File: config.mk
export PLATFORM = sky130hd
export DESIGN_NAME = score_keeper
export DESIGN_NICKNAME = d
export VERILOG_FILES = /design/src/rtl/score_keeper.sv
export SDC_FILE = /design/constraint.sdc
export NUM_CORES = 1
export LEC_CHECK = 0
export CAP_MARGIN = 30
export CORE_ASPECT_RATIO = 0.75
export CORE_MARGIN = 4
export CORE_UTILIZATION = 38
export DETAILED_ROUTE_END_ITERATION = 8
export PLACE_DENSITY_LB_ADDON = 0.12
export SYNTH_ARGS = -nofsm -noshare
export SYNTH_HDL_FRONTEND = slang
export SYNTH_SLANG_ARGS = --single-unit
File: constraint.sdc
create_clock -name i_clk -period 1.55 [get_ports i_clk]
set_input_delay 0.2325 -clock i_clk [delete_from_list [all_inputs] [get_ports i_clk]]
set_output_delay 0.2325 -clock i_clk [all_outputs]
set_load 0.03 [all_outputs]
File: src/rtl/score_keeper.sv
// score_keeper: Pong game-flow controller.
// Owns both player scores and the IDLE/SERVE/PLAY/GAME_OVER state machine.
// Gates ball motion and requests ball re-centring with a serve direction.
// Ports:
//   i_clk          pixel clock
//   i_reset_n      synchronous active-low reset
//   i_frame_tick   one-cycle pulse per frame
//   i_start        start/restart button level; acts on its rising edge
//   i_pause        pause level; honoured in SERVE and PLAY only
//   i_miss_left    ball passed left edge (player 1 concedes)
//   i_miss_right   ball passed right edge (player 2 concedes)
//   o_score1/2     player scores, drive the digit font ROM addresses
//   o_ball_enable  ball may move
//   o_ball_reset   one-cycle re-centre request on every entry into SERVE
//   o_serve_dir    0 = toward left, 1 = toward right
//   o_game_over    high in GAME_OVER
//   o_winner       0 = player 1, 1 = player 2
//   o_state        IDLE=0, SERVE=1, PLAY=2, GAME_OVER=3
module score_keeper #(
   parameter logic [3:0] WIN_SCORE          = 4'd9,
   parameter logic [7:0] SERVE_DELAY_FRAMES = 8'd60
) (
   input  logic       i_clk,
   input  logic       i_reset_n,
   input  logic       i_frame_tick,
   input  logic       i_start,
   input  logic       i_pause,
   input  logic       i_miss_left,
   input  logic       i_miss_right,
   output logic [3:0] o_score1,
   output logic [3:0] o_score2,
   output logic       o_ball_enable,
   output logic       o_ball_reset,
   output logic       o_serve_dir,
   output logic       o_game_over,
   output logic       o_winner,
   output logic [1:0] o_state
);

   typedef enum logic [1:0] {
      IDLE      = 2'd0,
      SERVE     = 2'd1,
      PLAY      = 2'd2,
      GAME_OVER = 2'd3
   } state_t;

   state_t     state, state_next;
   logic [3:0] score1, score1_next;
   logic [3:0] score2, score2_next;
   logic [7:0] count, count_next;
   logic       ball_enable, ball_enable_next;
   logic       ball_reset, ball_reset_next;
   logic       serve_dir, serve_dir_next;
   logic       game_over, game_over_next;
   logic       winner, winner_next;
   logic       start_prev;

   logic       start_event;
   logic [3:0] inc1, inc2;

   assign start_event = i_start & ~start_prev;
   assign inc1        = score1 + 4'd1;
   assign inc2        = score2 + 4'd1;

   always_ff @(posedge i_clk) begin
      if (!i_reset_n) begin
         state       <= IDLE;
         score1      <= '0;
         score2      <= '0;
         count       <= '0;
         ball_enable <= 1'b0;
         ball_reset  <= 1'b0;
         serve_dir   <= 1'b0;
         game_over   <= 1'b0;
         winner      <= 1'b0;
         start_prev  <= 1'b0;
      end else begin
         state       <= state_next;
         score1      <= score1_next;
         score2      <= score2_next;
         count       <= count_next;
         ball_enable <= ball_enable_next;
         ball_reset  <= ball_reset_next;
         serve_dir   <= serve_dir_next;
         game_over   <= game_over_next;
         winner      <= winner_next;
         start_prev  <= i_start;
      end
   end

   always_comb begin
      state_next       = state;
      score1_next      = score1;
      score2_next      = score2;
      count_next       = count;
      ball_enable_next = 1'b0;
      ball_reset_next  = 1'b0;
      serve_dir_next   = serve_dir;
      game_over_next   = game_over;
      winner_next      = winner;

      case (state)
         IDLE, GAME_OVER: begin
            // Start (or restart) always begins a fresh game with a left serve.
            if (start_event) begin
               score1_next     = '0;
               score2_next     = '0;
               game_over_next  = 1'b0;
               serve_dir_next  = 1'b0;
               count_next      = SERVE_DELAY_FRAMES;
               ball_reset_next = 1'b1;
               state_next      = SERVE;
            end
         end

         SERVE: begin
            if (count == '0) begin
               ball_enable_next = 1'b1;
               state_next       = PLAY;
            end else if (i_frame_tick && !i_pause) begin
               count_next = count - 8'd1;
            end
         end

         PLAY: begin
            ball_enable_next = ~i_pause;
            if (!i_pause && (i_miss_left || i_miss_right)) begin
               // Default outcome is a re-serve; the single-miss branches
               // below override it when the new score wins the game.
               ball_enable_next = 1'b0;
               ball_reset_next  = 1'b1;
               count_next       = SERVE_DELAY_FRAMES;
               state_next       = SERVE;
               if (i_miss_left && !i_miss_right) begin
                  score2_next    = inc2;
                  serve_dir_next = 1'b0;
                  if (inc2 == WIN_SCORE) begin
                     ball_reset_next = 1'b0;
                     game_over_next  = 1'b1;
                     winner_next     = 1'b1;
                     state_next      = GAME_OVER;
                  end
               end else if (i_miss_right && !i_miss_left) begin
                  score1_next    = inc1;
                  serve_dir_next = 1'b1;
                  if (inc1 == WIN_SCORE) begin
                     ball_reset_next = 1'b0;
                     game_over_next  = 1'b1;
                     winner_next     = 1'b0;
                     state_next      = GAME_OVER;
                  end
               end
            end
         end

         default: state_next = IDLE;
      endcase
   end

   assign o_score1      = score1;
   assign o_score2      = score2;
   assign o_ball_enable = ball_enable;
   assign o_ball_reset  = ball_reset;
   assign o_serve_dir   = serve_dir;
   assign o_game_over   = game_over;
   assign o_winner      = winner;
   assign o_state       = state;

endmodule

==> impl_results.md, run 1 <==
- Hold buffer count at CTS: 0
- Layout cell share with drive strength beyond 1: around 44%
- Layout overhead on the synthesized area: 61.5%
- # fillers: 315
- PnR worst setup slack: -60.1 ps
- Placement-stage cell area: ~2200 sq um
- Pre-CTS setup slack: -575 ps
- Overflow left after global routing: 0
- Antenna diode count: 0
- Root Buffer: sky130_fd_sc_hd__clkbuf_8
- Core ar.: 3760 sq um
- Period utilisation layout: 104%
- Yosys top cell area share: between 30% and 40%
- Maximum number of pins on one net before global-route repair: 20
- Number of warnings printed during yosys synthesis: 0
- Arrival @ worst endpoint: approximately 1800 ps
- Core Rows: 19
- Number of port buffers: 21
- Routed via count divided by cell count: 5.18
- Starting density of the core: 40.5%
- Maximum count of clock buffers along a single path: 2
- Startpoint types: flop
- Critical path data required time: 1720 ps
- Cells traversed along the worst timing path: inv_4, ha_4, a221oi_4, and2_4, xnor2_2, nor2_1
- Highest-count cells in the layout ignoring fill and taps: 35 x sky130_fd_sc_hd__buf_4, 15 x sky130_fd_sc_hd__dfxtp_1, 14 x sky130_fd_sc_hd__nand2_1
- CTS tree: yes
- Pwr Density: 1200 nW/um^2
- DRT met1 WL: about 2000 um
- Sequential share of the synthesized area: a little under a third
- RePlAce Congestion: about 0.88
- Pre-Repair DR Iteration Count: 4
- Buffer and inverter count on the worst path: 1
- Synthesized Nets: 194
- Slew at the pin closest to its max-slew limit: 349 ps
- Summed negative setup slack over all endpoints: -359 ps
- Worst-case hold slack: 471 ps
- Clock network latency to the later pin of the worst-skew pair: 270 ps
- Max-capacitance violation count: 0
- Number of pins exceeding their max-slew limit in the final report: 0
- Number of sinks on the clock net: 24
- Top area cells in the synthesized netlist: sky130_fd_sc_hd__dfxtp_1 32%, sky130_fd_sc_hd__ha_1 9.0%, sky130_fd_sc_hd__nand3_1 3.9%
- Cell accounting for the most synthesized area: sky130_fd_sc_hd__dfxtp_1
- Violated checks: negative setup slack
- Dominant synthesized flop cell: sky130_fd_sc_hd__dfxtp_1
- Outcome: finished, violations left
- Class of the most critical setup path: reg2reg
- Number of I/O pins: 22
- Relative slew slack: 76.7%
- Antenna violations before repair: 0
- Die boundary height: 62.8 um
- Post-synth design cell area: between 1500 and 2000 sq um
- Post-Layout Inst Area: roughly 2500 sq um
- Number of CTS-inserted buffers: 3
- Number of synthesized flops with an enable pin: 0
- Total wire length: around 4200 um
- Number of standard cells after synthesis: 176
- Dpl hpwl: 2930 um
- Flip-flop and latch count after synthesis: 24
- Kind of path behind the tightest hold check: in2reg
- Number of failing setup endpoints in the final timing report: 13
- Commonest non-fill, non-tap cell in the layout: sky130_fd_sc_hd__buf_4
- Library cell contributing the largest single delay on the critical path: sky130_fd_sc_hd__dfxtp_4
- Length of routed met2 wiring: about 2000 um
- Met3 WL post-DR: between 150 and 200 um
- Initial drt markers: 81
- Final layout net count: 256
- Global-route wire length before repair: 7020 um
- Top metal layer carrying routed signals: met4
- Delay of the slowest cell on the worst path: 390 ps
- Horizontal die dimension: 81.1 um
- P_leak: 1.04 nW
- Total power draw: roughly 3.0 mW
- Antenna Nets Post-Route: 0
- Peak supply drop: 1.27 mV
- Largest fanout on the critical path: 6
- Unrepaired setup endpoints after global routing: true
- Fraction of registers with async set or reset after synthesis: 0%
- Vias after detailed routing: roughly 1500
- Post-Syn Area per Cell: 8.64 sq um
- DRC Markers: 0
- Shortest period the worst path allows: 1610 ps
- Combined global-route utilization of all metal layers: 17.4%
- Worst Skew: 3.64 ps
- Largest delay share family, worst path: flip-flops
- Vias in the first global route: about 1500
- Final Hold Violating Endpoints: 0
- Floorplan die area: 5090 sq um
- Highest attainable clock frequency: 0.621 GHz
- Average wire per cell in the routed design: 14.4 um
- Capturing element type of the critical path: flop
- Clock input transition at the sequential cells of the worst setup and hold paths: 90 ps
- Cell variety after synth: 45
- Number of H-tree levels: 1
## repair_timing
action / in CTS / in global routing
buffers inserted: 3 / 6
setup endpoints to repair: 32 / 23
resized for setup: 38 / 29
pin swaps: 16 / 19
## report_power, final
group          total, mW  leakage [nW]  switching [mW]  internal [mW]
registers          0.805         0.202          0.0970          0.708
clock network      0.500        0.0339           0.219          0.281
logic               1.65         0.803           0.793          0.855
total               2.95          1.04            1.11           1.84
## final cells by class
cell class	count	area, sq um	area share, %
clock buffers	4	66.3	2.70
multi-input cells	133	1210	49.1
flip-flops and latches	24	507	20.6
inverters	13	56.3	2.29
repair buffers	63	556	22.6
well taps	52	65.1	2.65
## through the flow
stage	util, %	instances
after floorplan	-	176
after global placement	57.5	278
after detailed placement	57.5	278
after CTS	61.9	284
after global routing	65.4	289
final	65.4	289
## state kept, by name, summed over array words and instances, names as in the netlist
name,cells
o_ball_enable,1
o_score2,4
start_prev,1
o_game_over,1
o_serve_dir,1
o_score1,4
o_winner,1
o_state,2
o_ball_reset,1
count,8
## Yosys cell counts, drive strengths merged (2+ instances only)
master   instances
dfxtp           24
nand2           16
inv             13
nand3           12
ha              11
a21oi           10
nor2             9
o21ai            8
xor2             6
a21boi           5
nand2b           5
nor2b            5
o21a             5
and2             4
clkbuf           4
nand4            4
nor4             4
nand3b           3
nor3             3
o211a            3
a2111oi          2
buf              2
mux2i            2
xnor2            2
## worst paths after layout
| check | cells after the start | from | endpoint | slack [ps] |
|---|---|---|---|---|
| worst max-delay path | 6 | o_state[0] | count[0] | -60 |
| worst min-delay path | 5 | i_miss_right | o_ball_enable | 470 |
| worst max register to register | 6 | o_state[0] | count[0] | -60 |
| worst min register to register | 1 | o_winner | o_winner | 490 |
## per-layer routing
| layer | global-route usage, % | vias to the layer above |
|---|---|---|
| li1 | - | 749 |
| met1 | 24.0 | 712 |
| met2 | 27.6 | 31 |
| met3 | 4.18 | 4 |
| met4 | 3.16 | 0 |
| met5 | 0 | - |
## kinds of logic (layout without fill, tap and decap cells)
group	after synthesis	after routing	synth area share (%)
AOI/OAI and AO/OA	41	41	20.6
xor gates and xnor gates	8	8	4.61
adders and majority gates	11	11	9.05
buffers and inverters	19	80	5.67
DFF	24	24	31.6
muxes	2	2	1.32
and+or+nand+nor	71	71	27.2
## worst register-to-register path, cell delays in order (launching register included)
cell	delay [ps]
sky130_fd_sc_hd__dfxtp_4	390
sky130_fd_sc_hd__inv_4	40
sky130_fd_sc_hd__ha_4	270
sky130_fd_sc_hd__a221oi_4	390
sky130_fd_sc_hd__and2_4	250
sky130_fd_sc_hd__xnor2_2	120
sky130_fd_sc_hd__nor2_1	50
Power figures use the tool's default switching activity.
==> inputs of run 2 (changes only) <==
Settings changed: SLEW_MARGIN set to 20.
==> results of run 2 <==
No change in the layout: final DEF, timing and power equal those of run 1.
